[src/rtl/cnn_pkg.sv]
// cnn_pkg: shared types and the per-layer configuration table for the CNN layer sequencer.
// Latency: n/a (types and constants only).
// Backpressure: n/a.
package cnn_pkg;

    // Configuration field width baked into the layer table.
    localparam int CFG_W      = 8;
    // Table depth; the sequencer may run fewer layers than this.
    localparam int MAX_LAYERS = 8;

    typedef enum logic [1:0] {
        CONV = 2'd0,
        RELU = 2'd1,
        POOL = 2'd2,
        FC   = 2'd3
    } layer_type_e;

    typedef struct packed {
        layer_type_e        ltype;
        logic [CFG_W-1:0]   in_w;
        logic [CFG_W-1:0]   in_h;
        logic [CFG_W-1:0]   k_x;
        logic [CFG_W-1:0]   k_y;
        logic [CFG_W-1:0]   out_batch;
        logic [4:0]         wt_shift;
    } layer_cfg_t;

    typedef enum logic [2:0] {
        S_IDLE = 3'd0,
        S_LOAD = 3'd1,
        S_GO   = 3'd2,
        S_RUN  = 3'd3,
        S_SWAP = 3'd4,
        S_FIN  = 3'd5
    } sched_state_e;

    // LeNet-style network; pooling/ReLU rows carry a zero shift since they do not accumulate.
    localparam layer_cfg_t LAYER_TABLE [MAX_LAYERS] = '{
        '{CONV, 8'd32, 8'd32, 8'd5, 8'd5, 8'd6,   5'd8 },
        '{POOL, 8'd28, 8'd28, 8'd2, 8'd2, 8'd6,   5'd0 },
        '{CONV, 8'd14, 8'd14, 8'd5, 8'd5, 8'd16,  5'd9 },
        '{POOL, 8'd10, 8'd10, 8'd2, 8'd2, 8'd16,  5'd0 },
        '{FC,   8'd5,  8'd5,  8'd5, 8'd5, 8'd120, 5'd10},
        '{RELU, 8'd1,  8'd1,  8'd1, 8'd1, 8'd120, 5'd0 },
        '{FC,   8'd1,  8'd1,  8'd1, 8'd1, 8'd84,  5'd7 },
        '{FC,   8'd1,  8'd1,  8'd1, 8'd1, 8'd10,  5'd7 }
    };

endpackage

[src/rtl/cnn_layer_cfg_rom.sv]
// cnn_layer_cfg_rom: combinational layer index -> layer_cfg_t lookup.
// Latency: 0 cycles (pure combinational; the caller registers the result).
// Backpressure: none. Ports: i_idx layer index in, o_cfg config out (out-of-range -> layer 0).
module cnn_layer_cfg_rom
    import cnn_pkg::*;
#(
    parameter int NUM_LAYERS = 5,
    parameter int W_LAYER    = 3
) (
    input  logic [W_LAYER-1:0] i_idx,
    output layer_cfg_t         o_cfg
);

    always_comb begin
        o_cfg = LAYER_TABLE[0];
        for (int i = 0; i < NUM_LAYERS; i++) begin
            if (int'(i_idx) == i) begin
                o_cfg = LAYER_TABLE[i];
            end
        end
    end

endmodule

[src/rtl/cnn_layer_sched.sv]
// cnn_layer_sched: sequences NUM_LAYERS layer passes (LOAD/GO/RUN/SWAP) and ping-pongs activation banks.
// Latency: start -> first layer_go 2 cycles; 3 cycles of overhead per layer; done 2 cycles after last layer_done.
// Backpressure: none; start is ignored while busy, abort (level) returns to IDLE from any state.
// Ports: clk/rstn; start/abort/layer_done in; busy/done/layer_go, layer_idx, cfg (layer_type,in_w,in_h,k_x,k_y,
// out_batch,wt_shift), rd_bank/wr_bank out. Macro CNN_SCHED_PERF_EN adds cyc_cnt/layer_cyc counters.
module cnn_layer_sched
    import cnn_pkg::*;
#(
    parameter int NUM_LAYERS = 5,
    parameter int W_LAYER    = 3,
    parameter int W_DIM      = 8
) (
    input  logic               clk,
    input  logic               rstn,
    input  logic               start,
    input  logic               abort,
    input  logic               layer_done,
    output logic               busy,
    output logic               done,
    output logic               layer_go,
    output logic [W_LAYER-1:0] layer_idx,
    output logic [1:0]         layer_type,
    output logic [W_DIM-1:0]   in_w,
    output logic [W_DIM-1:0]   in_h,
    output logic [W_DIM-1:0]   k_x,
    output logic [W_DIM-1:0]   k_y,
    output logic [W_DIM-1:0]   out_batch,
    output logic [4:0]         wt_shift,
    output logic               rd_bank,
    output logic               wr_bank
`ifdef CNN_SCHED_PERF_EN
    ,
    output logic [31:0]        cyc_cnt,
    output logic [31:0]        layer_cyc
`endif
);

    localparam logic [W_LAYER-1:0] LAST_IDX = W_LAYER'(NUM_LAYERS - 1);

    sched_state_e       r_state;
    sched_state_e       w_state_nxt;
    logic [W_LAYER-1:0] r_idx;
    logic [W_LAYER-1:0] w_idx_nxt;
    logic               r_rd_bank;
    layer_cfg_t         r_cfg;
    layer_cfg_t         w_rom_cfg;

    // The ROM looks up the index the FSM is about to enter LOAD with, so the
    // registered config is already stable during LOAD, one cycle ahead of go.
    cnn_layer_cfg_rom #(
        .NUM_LAYERS (NUM_LAYERS),
        .W_LAYER    (W_LAYER)
    ) u_cfg_rom (
        .i_idx (w_idx_nxt),
        .o_cfg (w_rom_cfg)
    );

    always_comb begin
        w_state_nxt = r_state;
        w_idx_nxt   = r_idx;
        case (r_state)
            S_IDLE: begin
                if (start) begin
                    w_state_nxt = S_LOAD;
                    w_idx_nxt   = '0;
                end
            end
            S_LOAD: w_state_nxt = S_GO;
            S_GO:   w_state_nxt = S_RUN;
            S_RUN: begin
                if (layer_done) begin
                    w_state_nxt = S_SWAP;
                end
            end
            S_SWAP: begin
                if (r_idx == LAST_IDX) begin
                    w_state_nxt = S_FIN;
                end else begin
                    w_state_nxt = S_LOAD;
                    w_idx_nxt   = r_idx + W_LAYER'(1);
                end
            end
            S_FIN:   w_state_nxt = S_IDLE;
            default: w_state_nxt = S_IDLE;
        endcase
        // abort overrides every transition, including a same-cycle start.
        if (abort) begin
            w_state_nxt = S_IDLE;
            w_idx_nxt   = '0;
        end
    end

    always_ff @(posedge clk or negedge rstn) begin
        if (!rstn) begin
            r_state   <= S_IDLE;
            r_idx     <= '0;
            r_rd_bank <= 1'b0;
            r_cfg     <= LAYER_TABLE[0];
        end else begin
            r_state <= w_state_nxt;
            r_idx   <= w_idx_nxt;
            if (abort) begin
                r_rd_bank <= 1'b0;
            end else if ((r_state == S_IDLE) && start) begin
                r_rd_bank <= 1'b0;
            end else if (r_state == S_SWAP) begin
                r_rd_bank <= ~r_rd_bank;
            end
            if (w_state_nxt == S_LOAD) begin
                r_cfg <= w_rom_cfg;
            end
        end
    end

    assign busy       = (r_state != S_IDLE);
    assign layer_go   = (r_state == S_GO)  && !abort;
    assign done       = (r_state == S_FIN) && !abort;
    assign layer_idx  = r_idx;
    assign rd_bank    = r_rd_bank;
    assign wr_bank    = ~r_rd_bank;
    assign layer_type = r_cfg.ltype;
    assign in_w       = W_DIM'(r_cfg.in_w);
    assign in_h       = W_DIM'(r_cfg.in_h);
    assign k_x        = W_DIM'(r_cfg.k_x);
    assign k_y        = W_DIM'(r_cfg.k_y);
    assign out_batch  = W_DIM'(r_cfg.out_batch);
    assign wt_shift   = r_cfg.wt_shift;

`ifdef CNN_SCHED_PERF_EN
    // cyc_cnt counts completed busy cycles, so the final total is visible the
    // cycle after done. r_run_cnt counts RUN cycles of the current layer.
    logic [31:0] r_cyc_cnt;
    logic [31:0] r_run_cnt;
    logic [31:0] r_layer_cyc;

    always_ff @(posedge clk or negedge rstn) begin
        if (!rstn) begin
            r_cyc_cnt   <= '0;
            r_run_cnt   <= '0;
            r_layer_cyc <= '0;
        end else if (abort) begin
            r_cyc_cnt   <= '0;
            r_run_cnt   <= '0;
            r_layer_cyc <= '0;
        end else begin
            if ((r_state == S_IDLE) && start) begin
                r_cyc_cnt <= '0;
            end else if (busy && (r_cyc_cnt != 32'hFFFF_FFFF)) begin
                r_cyc_cnt <= r_cyc_cnt + 32'd1;
            end
            if (r_state == S_GO) begin
                r_run_cnt <= '0;
            end else if ((r_state == S_RUN) && (r_run_cnt != 32'hFFFF_FFFF)) begin
                r_run_cnt <= r_run_cnt + 32'd1;
            end
            if (r_state == S_SWAP) begin
                r_layer_cyc <= r_run_cnt;
            end
        end
    end

    assign cyc_cnt   = r_cyc_cnt;
    assign layer_cyc = r_layer_cyc;
`endif

endmodule
[config.mk]
export PLATFORM = sky130hd
export DESIGN_NAME = cnn_layer_sched
export DESIGN_NICKNAME = d
export VERILOG_FILES = /design/src/rtl/cnn_pkg.sv /design/src/rtl/cnn_layer_cfg_rom.sv /design/src/rtl/cnn_layer_sched.sv
export SDC_FILE = /design/constraint.sdc
export NUM_CORES = 1
export LEC_CHECK = 0
export CAP_MARGIN = 15
export CELL_PAD_IN_SITES_DETAIL_PLACEMENT = 0
export CELL_PAD_IN_SITES_GLOBAL_PLACEMENT = 1
export CORE_ASPECT_RATIO = 1.4
export CORE_MARGIN = 8
export CORE_UTILIZATION = 26
export DETAILED_ROUTE_END_ITERATION = 6
export GPL_ROUTABILITY_DRIVEN = 1
export PLACE_DENSITY_LB_ADDON = 0.1
export SYNTH_ARGS = -nofsm -noshare
export SYNTH_HDL_FRONTEND = slang
export SYNTH_SLANG_ARGS = --single-unit
[constraint.sdc]
create_clock -name clk -period 2.1 [get_ports clk]
set_clock_uncertainty 0.2 [all_clocks]
set_input_delay 0.42 -clock clk [delete_from_list [all_inputs] [get_ports clk]]
set_output_delay 0.42 -clock clk [all_outputs]
set_load 0.03 [all_outputs]
# Yosys cells after proc, flatten, opt, wreduce, memory -nomap -nowiden
# Index checks and enable logic that the tools add are counted.
[word_totals]
reg_bits = 54
out_inout_bits = 55
word_cells = 46
[classes]
add_sub_neg = 1
eq_ne = 11
n_mux = 16
n_bitwise = 1
n_reduce_logical = 7
[op_table]
columns = ["cell", "n"]
rows = [
  ["47-bit two-way mux", 4],
  ["3-bit two-way mux", 7],
  ["3-bit equality test (second input constant)", 6],
  ["3-bit one-hot mux with 5 select lines", 1],
  ["3-bit by 2-bit equality test with 1-bit output (second input constant)", 3],
  ["3-bit by 1-bit equality test with 1-bit output (second input constant)", 2],
  ["3-bit one-hot mux with 2 select lines", 1],
  ["3-bit nonzero test", 2],
  ["3-bit by 1-bit adder with 3-bit output (second input constant)", 1],
  ["1-bit logical AND", 3],
  ["3-bit logical NOT", 1],
  ["1-bit two-way mux", 3],
  ["1-bit logical NOT", 1],
  ["1-bit inverter", 1],
]

# Logic depth before layout (Yosys ltp)
# Gate-level depths: netlist of the first run.
[logic_depth]
depth_word = 9
depth_mapped = 7
depth_no_buf = 7

# By module
# From an unflattened synthesis of the first run, not the netlist that was laid out.
[hier_totals]
hier_cells = 199
area_unflattened_um2 = 2668.8
[modules_own_cells]
columns = ["module", "n_inst", "cells_each", "area_each_um2", "seq_area_each_um2"]
rows = [
  ["cnn_layer_sched", 1, 146, 2308.5, 1362.6],
  ["cnn_layer_cfg_rom", 1, 53, 360.3, 0.0],
]

# Least setup slack after synthesis of the first run
# No wires, ideal clock.
[synth_path]
path_kind = "input -> output"
start = "input abort"
end = "output layer_go"
t_arrival_ns = 1.603
path_slack_ns = -0.123
path_stages = 2
path_cell_list = "buf_2 nor4_1"
[synth_via]
elab_chain_cells = 2
[synth_lines]
columns = ["element", "line_no", "rtl"]
rows = [
  ["start, declared", "cnn_layer_sched.sv:16", "input logic abort,"],
  ["1-bit logical NOT", "cnn_layer_sched.sv:116", "assign layer_go = (r_state == S_GO) && !abort;"],
  ["1-bit logical AND", "cnn_layer_sched.sv:116", ""],
  ["end, declared", "cnn_layer_sched.sv:20", "output logic layer_go,"],
]
# Every way passes these cells.

# Final worst setup path of the first run
[layout_path]
start = "register r_rd_bank (netlist: rd_bank)"
end = "output wr_bank"
[layout_via]
elab_chain_cells = 1
[layout_lines]
columns = ["element", "line_no", "rtl"]
rows = [
  ["start, declared", "cnn_layer_sched.sv:44", "logic r_rd_bank;"],
  ["start signal, assigned", "cnn_layer_sched.sv:107", "r_rd_bank <= ~r_rd_bank;"],
  ["1-bit inverter", "cnn_layer_sched.sv:120", "assign wr_bank = ~r_rd_bank;"],
  ["end, declared", "cnn_layer_sched.sv:30", "output logic wr_bank"],
]
# Every way passes these cells.

==> results of run 1 <==
## kinds of logic after synthesis
| kind of cell | synth area share, % |
|---|---|
| buffers and inverters | 25.4 |
| and+or+nand+nor | 13.4 |
| AOI/OAI and AO/OA | 19.7 |
| DFF | 37.8 |
| xor gates and xnor gates | 1.38 |
| adders and majority gates | 1.97 |
| other | 0.296 |
## timing repair
| item | in CTS | in global routing |
|---|---|---|
| setup endpoints to repair | 16 | 19 |
| pin swaps | 2 | 1 |
| buffers inserted | 0 | 1 |
| gates resized for setup | 11 | 17 |
## state kept, by name, summed over array words and instances, names as in the netlist
name	cells
in_w	5
k_x	2
layer_idx	3
layer_type	2
out_batch	2
r_state	3
rd_bank	1
wt_shift	1
## critical path, delay by kind of cell (launching register included)
kind	cells	cell delay [ps]
buf+inv	2	760
flops	1	400
## routing by layer
metal / up-vias / GRT usage [%]
li1: 485 / -
met1: 466 / 9.41
met2: 26 / 15.2
met3: 2 / 2.24
met4: 0 / 3.18
met5: - / 0
## power by group
group	leakage, nW	internal [mW]	switching, mW
sequential	0.245	0.404	0.0241
clock	0.0228	0.135	0.127
combinational	0.594	0.120	0.223
## through the flow
stage / std cells / TNS (ps) / util, % / worst slack, ps
floorplan: 150 / 0 / - / 13.1
global placement: 235 / -1480 / 35.3 / -180
detailed placement: 235 / -1680 / 35.3 / -198
CTS: 239 / -10.0 / 36.0 / -10.0
global route: 240 / -37.5 / 37.6 / -19.0
finish: 240 / 0 / 37.6 / 66.5
## worst paths after layout
check | startpoint | to | slack, ps | depth (start not counted)
worst max-delay path | rd_bank | wr_bank | 70 | 2
worst min register to register | in_w[5] | in_w[5] | 270 | 2
max in group asynchronous | rstn | k_x[0] | 1130 | 2
worst max register to register | layer_idx[0] | in_w[2] | 100 | 8
min in group asynchronous | rstn | in_w[3] | 300 | 2
worst min-delay path | in_w[5] | in_w[5] | 270 | 2
## Yosys cell counts (2+ instances only)
master / n / area share, %
sky130_fd_sc_hd__dfstp_2: 3 / 6.2
sky130_fd_sc_hd__a21oi_1: 4 / 1.6
sky130_fd_sc_hd__ha_1: 2 / 2.0
sky130_fd_sc_hd__buf_6: 2 / 1.8
sky130_fd_sc_hd__buf_2: 3 / 1.2
sky130_fd_sc_hd__o21ai_0: 8 / 3.2
sky130_fd_sc_hd__o31ai_1: 2 / 1.2
sky130_fd_sc_hd__nand2_1: 15 / 4.4
sky130_fd_sc_hd__dfrtp_1: 16 / 32
sky130_fd_sc_hd__nor2_1: 5 / 1.5
sky130_fd_sc_hd__inv_1: 6 / 1.8
sky130_fd_sc_hd__nor2b_1: 2 / 0.99
sky130_fd_sc_hd__a31oi_1: 2 / 0.99
sky130_fd_sc_hd__xnor2_1: 2 / 1.4
sky130_fd_sc_hd__a21oi_2: 2 / 1.4
sky130_fd_sc_hd__or3_1: 2 / 0.99
sky130_fd_sc_hd__buf_4: 35 / 21
## area by class of cell
type | count | area (µm²) | share of cell area (%)
Multi-Input combinational cell | 85 | 597 | 33.3
Timing Repair Buffer | 62 | 564 | 31.5
Sequential cell | 19 | 483 | 27.0
Tap cell | 64 | 80.1 | 4.47
Clock buffer | 4 | 45.0 | 2.51
Inverter | 6 | 22.5 | 1.26
==> results.sh, run 1 <==
export IMPL_run_status="completed"
export IMPL_numCtsBuffers=3
export IMPL_h_tree_depth=1
export IMPL_postCtsHoldBufs=0
export IMPL_routedLengthMet1_mm=1.16
export IMPL_row_count=30
export IMPL_vias_per_cell=4.08
export IMPL_routed_wire_length_per_instance_um=13.1
export IMPL_synth_async_reset_ratio_pct=100
export IMPL_clock_tree_from_tritoncts="built"
export IMPL_antenna_found_initial=0
export IMPL_clkTransAtPathRegs_ps=80
export IMPL_die_height_um=98.7
export IMPL_synth_ff_type="sky130_fd_sc_hd__dfrtp_1"
export IMPL_worst_ir_drop_vdd_mv=0.192
export IMPL_yosys_register_bits=19
export IMPL_p_leak_nw=0.862
export IMPL_fin_crit_sh_pct=96.8
export IMPL_grtUsageTotal_pct=8.67
export IMPL_setup_worst_path_start_class="register"
export IMPL_starting_utilization_of_the_core_area_pct=26.6
export IMPL_drt_wl_total_mm=3.14
export IMPL_yosysUniqueCellTypes=39
export IMPL_dpl_cell_area_mm2=0.00168
export IMPL_floorplan_io_pins=60
export IMPL_top_layer_used="met4"
export IMPL_setup_violations_final=0
export IMPL_leading_cell_type_in_the_layout_fill_and_taps_excluded="sky130_fd_sc_hd__buf_4"
export IMPL_yosysSeqAreaShare_pct=37.8
export IMPL_final_area_mm2=0.00179
export IMPL_largest_net_degree_at_the_start_of_global_routing=20
export IMPL_vias_in_the_first_global_route=996
export IMPL_largest_driver_fanout_on_the_critical_path=3
export IMPL_arrival_ps=1410
export IMPL_clock_sinks=19
export IMPL_clk_root_buffer_cell="sky130_fd_sc_hd__clkbuf_8"
export IMPL_worst_setup_path_end_kind="output port"
export IMPL_finalWorstPathRequiredPeriod_ps=2030
export IMPL_synth_enable_flop_cells=0
export IMPL_insertedDiodeCount=0
export IMPL_syn_instance_count=133
export IMPL_finalMaxSlewViolations=0
export IMPL_num_fill_cells=528
export IMPL_total_power_mw=1.03
export IMPL_drv_max_cap_violation_count=0
export IMPL_port_buffers=41
export IMPL_cts_buffer_depth=2
export IMPL_detailedPlacementHpwl_mm=2.58
export IMPL_initialDrtViolationCount=21
export IMPL_mostFrequentLayoutCells="sky130_fd_sc_hd__buf_4, sky130_fd_sc_hd__clkdlybuf4s50_1, sky130_fd_sc_hd__conb_1"
export IMPL_criticalPathCategory="reg2out"
export IMPL_fraction_of_layout_instances_using_a_drive_strength_above_1_pct=26.7
export IMPL_met3RoutedLength_um=212
export IMPL_die_area_mm2=0.00740
export IMPL_route_antenna_remaining_nets=0
export IMPL_global_route_wire_length_before_repair_mm=5.09
export IMPL_timing_critical_path_cells="inv_1 > clkdlybuf4s50_1"
export IMPL_worst_hold_path_type="reg2reg"
export IMPL_post_synthesis_mean_instance_area_um2=9.54
export IMPL_mappedNetlistArea_mm2=0.00127
export IMPL_crit_required_ps=1480
export IMPL_drt_pass1_iter_count=4
export IMPL_synth_warning_count=0
export IMPL_gp_congestion=0.754
export IMPL_die_x_um=75.0
export IMPL_globalRoute_totalOverflow=0
export IMPL_fin_nets=184
export IMPL_report_final_hold_viol_count=0
export IMPL_post_route_drc_count=0
export IMPL_worst_path_largest_cell_delay_ps=680
export IMPL_core_area_mm2=0.00477
export IMPL_wl_met2_mm=1.74
export IMPL_power_density_mw_per_mm2=577
export IMPL_crit_path_top_delay_cell="sky130_fd_sc_hd__clkdlybuf4s50_1"
export IMPL_clk_latency_ps=260
export IMPL_max_clock_freq_ghz=0.492
export IMPL_vias=979
export IMPL_syn2layout_area_growth_pct=41.2
export IMPL_hold_worst_slack_ps=267
(Power assumes the default switching activity.)
==> inputs of run 2 (changes only) <==
- CORE_UTILIZATION: 26 -> 29
- SKIP_CTS_REPAIR_TIMING: unset -> 1
- clock period: 2.1 -> 1.9 ns (I/O delays scaled with it)
==> run 2 against run 1 <==
  * The flow now finishes with violations (negative setup slack)
  * Non-clock buffer count grew 14
  * Core utilization rose by 12 points
  * Hold slack lost 11 ps
  * First-iteration DRC count fell by 9.5%
  * Critical path depth rose by 5
  * Combinational power is 25% higher
  * Sequential share of layout area fell by 3.7 points
  * Total power rose by 14%
  * Clock power up 5%
  * Worst setup slack worse by 190 ps
  * Global-route usage rose by 0.57 points
  * Count of clock-buffer cells in the layout stayed put
  * Largest power group unchanged
  * Highest routed layer unchanged
==> results.sh, run 2 (synthesized netlist as in run 1, its figures left out) <==
export IMPL_fraction_of_layout_instances_using_a_drive_strength_above_1_pct=40.5
export IMPL_largest_net_degree_at_the_start_of_global_routing=20
export IMPL_drt_pass1_iter_count=4
export IMPL_cts_buffer_depth=2
export IMPL_num_fill_cells=397
export IMPL_mostFrequentLayoutCells="sky130_fd_sc_hd__dlymetal6s2s_1, sky130_fd_sc_hd__buf_4, sky130_fd_sc_hd__conb_1"
export IMPL_critical_path_top_cell_by_count="sky130_fd_sc_hd__buf_6"
export IMPL_leading_cell_type_in_the_layout_fill_and_taps_excluded="sky130_fd_sc_hd__dlymetal6s2s_1"
export IMPL_drt_wl_total_mm=3.45
export IMPL_top_cell_family_by_delay_on_the_critical_path="compound AO/OA/AOI/OAI gates"
export IMPL_global_route_wire_length_before_repair_mm=5.09
export IMPL_floorplan_io_pins=60
export IMPL_worst_path_largest_cell_delay_ps=480
export IMPL_max_clock_freq_ghz=0.495
export IMPL_largest_driver_fanout_on_the_critical_path=8
export IMPL_grtUsageTotal_pct=9.24
export IMPL_globalRoute_totalOverflow=0
export IMPL_syn2layout_area_growth_pct=64.6
export IMPL_antenna_found_initial=0
export IMPL_initialDrtViolationCount=19
export IMPL_core_area_mm2=0.00420
export IMPL_setup_violations_final=9
export IMPL_report_final_hold_viol_count=0
export IMPL_row_count=28
export IMPL_crit_required_ps=1860
export IMPL_timing_rr_start="r_state[0]"
export IMPL_detailedPlacementHpwl_mm=2.59
export IMPL_routed_wire_length_per_instance_um=14.7
export IMPL_seqCellArea_um2=485
export IMPL_die_area_mm2=0.00678
export IMPL_h_tree_depth=1
export IMPL_finalWorstPathRequiredPeriod_ps=2020
export IMPL_crit_path_top_delay_cell="sky130_fd_sc_hd__dfrtp_2"
export IMPL_post_route_util_pct=49.7
export IMPL_multi_input_logic_area_um2=682
export IMPL_largest_register_ffs=5
export IMPL_vias_per_cell=4.50
export IMPL_clk_latency_ps=250
export IMPL_clock_sinks=19
export IMPL_post_route_drc_count=0
export IMPL_failed_checks="negative setup slack"
export IMPL_arrival_ps=1980
export IMPL_fin_nets=198
export IMPL_die_x_um=71.9
export IMPL_worst_setup_path_startpoint="r_state[0]"
export IMPL_power_density_mw_per_mm2=566
export IMPL_gp_congestion=0.731
export IMPL_route_antenna_remaining_nets=0
export IMPL_clkTransAtPathRegs_ps=70
export IMPL_run_status="finished with violations"
export IMPL_finalMaxSlewViolations=0
export IMPL_criticalPathCategory="reg2reg"
export IMPL_vias=1057
export IMPL_setup_worst_path_start_class="register"
export IMPL_numCtsBuffers=3
export IMPL_final_critical_path_setup_slack_ps=-120
export IMPL_drv_max_cap_violation_count=0
export IMPL_worst_hold_path_type="in2async"
export IMPL_worst_path_buf_inv=3
export IMPL_fin_crit_sh_pct=106
export IMPL_insertedDiodeCount=0
export IMPL_worst_ir_drop_vdd_mv=0.257
export IMPL_vias_in_the_first_global_route=1080
export IMPL_timing_critical_path_cells="o21bai_4 > o21ai_0 > buf_4 > a21oi_4 > buf_6 > buf_6 > o31ai_2"
export IMPL_rsz0062_at_grt="true"
export IMPL_hold_worst_slack_ps=256
export IMPL_clk_root_buffer_cell="sky130_fd_sc_hd__clkbuf_8"
export IMPL_die_height_um=94.3
export IMPL_starting_utilization_of_the_core_area_pct=30.2
export IMPL_port_buffers=41
export IMPL_worst_setup_path_end_kind="register"
export IMPL_clock_tree_from_tritoncts="built"
export IMPL_p_leak_nw=1.36
[run 2: power breakdown]
part | switching (mW) | total [mW] | leakage [nW] | internal (mW)
clock network | 0.127 | 0.276 | 0.0228 | 0.149
registers | 0.0288 | 0.476 | 0.241 | 0.447
logic | 0.259 | 0.430 | 1.09 | 0.171
total | 0.414 | 1.18 | 1.36 | 0.767
[run 2: through the flow]
stage / TNS (ps) / cell area (µm²) / worst slack, ps / instances / total power [mW]
3_3_place_gp: -3810 / 1700 / -320 / 220 / 0.875
6_report: -493 / 2090 / -120 / 235 / 1.18
4_1_cts: -4830 / 1750 / -367 / 224 / 1.15
3_5_place_dp: -4050 / 1700 / -349 / 220 / 0.876
2_1_floorplan: -343 / 1360 / -76.1 / 150 / 0.773
5_1_grt: -1530 / 2090 / -209 / 235 / 1.25
[run 2: final cells by class]
class                           count  area share, %
Multi-Input combinational cell     85           32.7
Sequential cell                    19           23.2
Clock buffer                        4           2.16
Timing Repair Buffer               76           38.2
Tap cell                           45           2.70
Inverter                            6           1.08
[run 2: layer usage]
metal / track usage [%] / vias to the layer above / share of wire (%)
met5: 0 / - / 0
met4: 2.56 / 0 / 0.46
met3: 3.42 / 2 / 6.7
met2: 18.0 / 32 / 55
met1: 8.64 / 509 / 38
li1: - / 514 / -
[run 2: final timing paths]
check,slack (ps),to,cells past startpoint
setup / recovery,-120,wt_shift[0],7
hold / removal,260,rd_bank,2
setup reg to reg,-120,wt_shift[0],7
hold reg to reg,270,in_w[5],2
max in group asynchronous,980,in_w[5],2
min in group clk,270,in_w[5],2
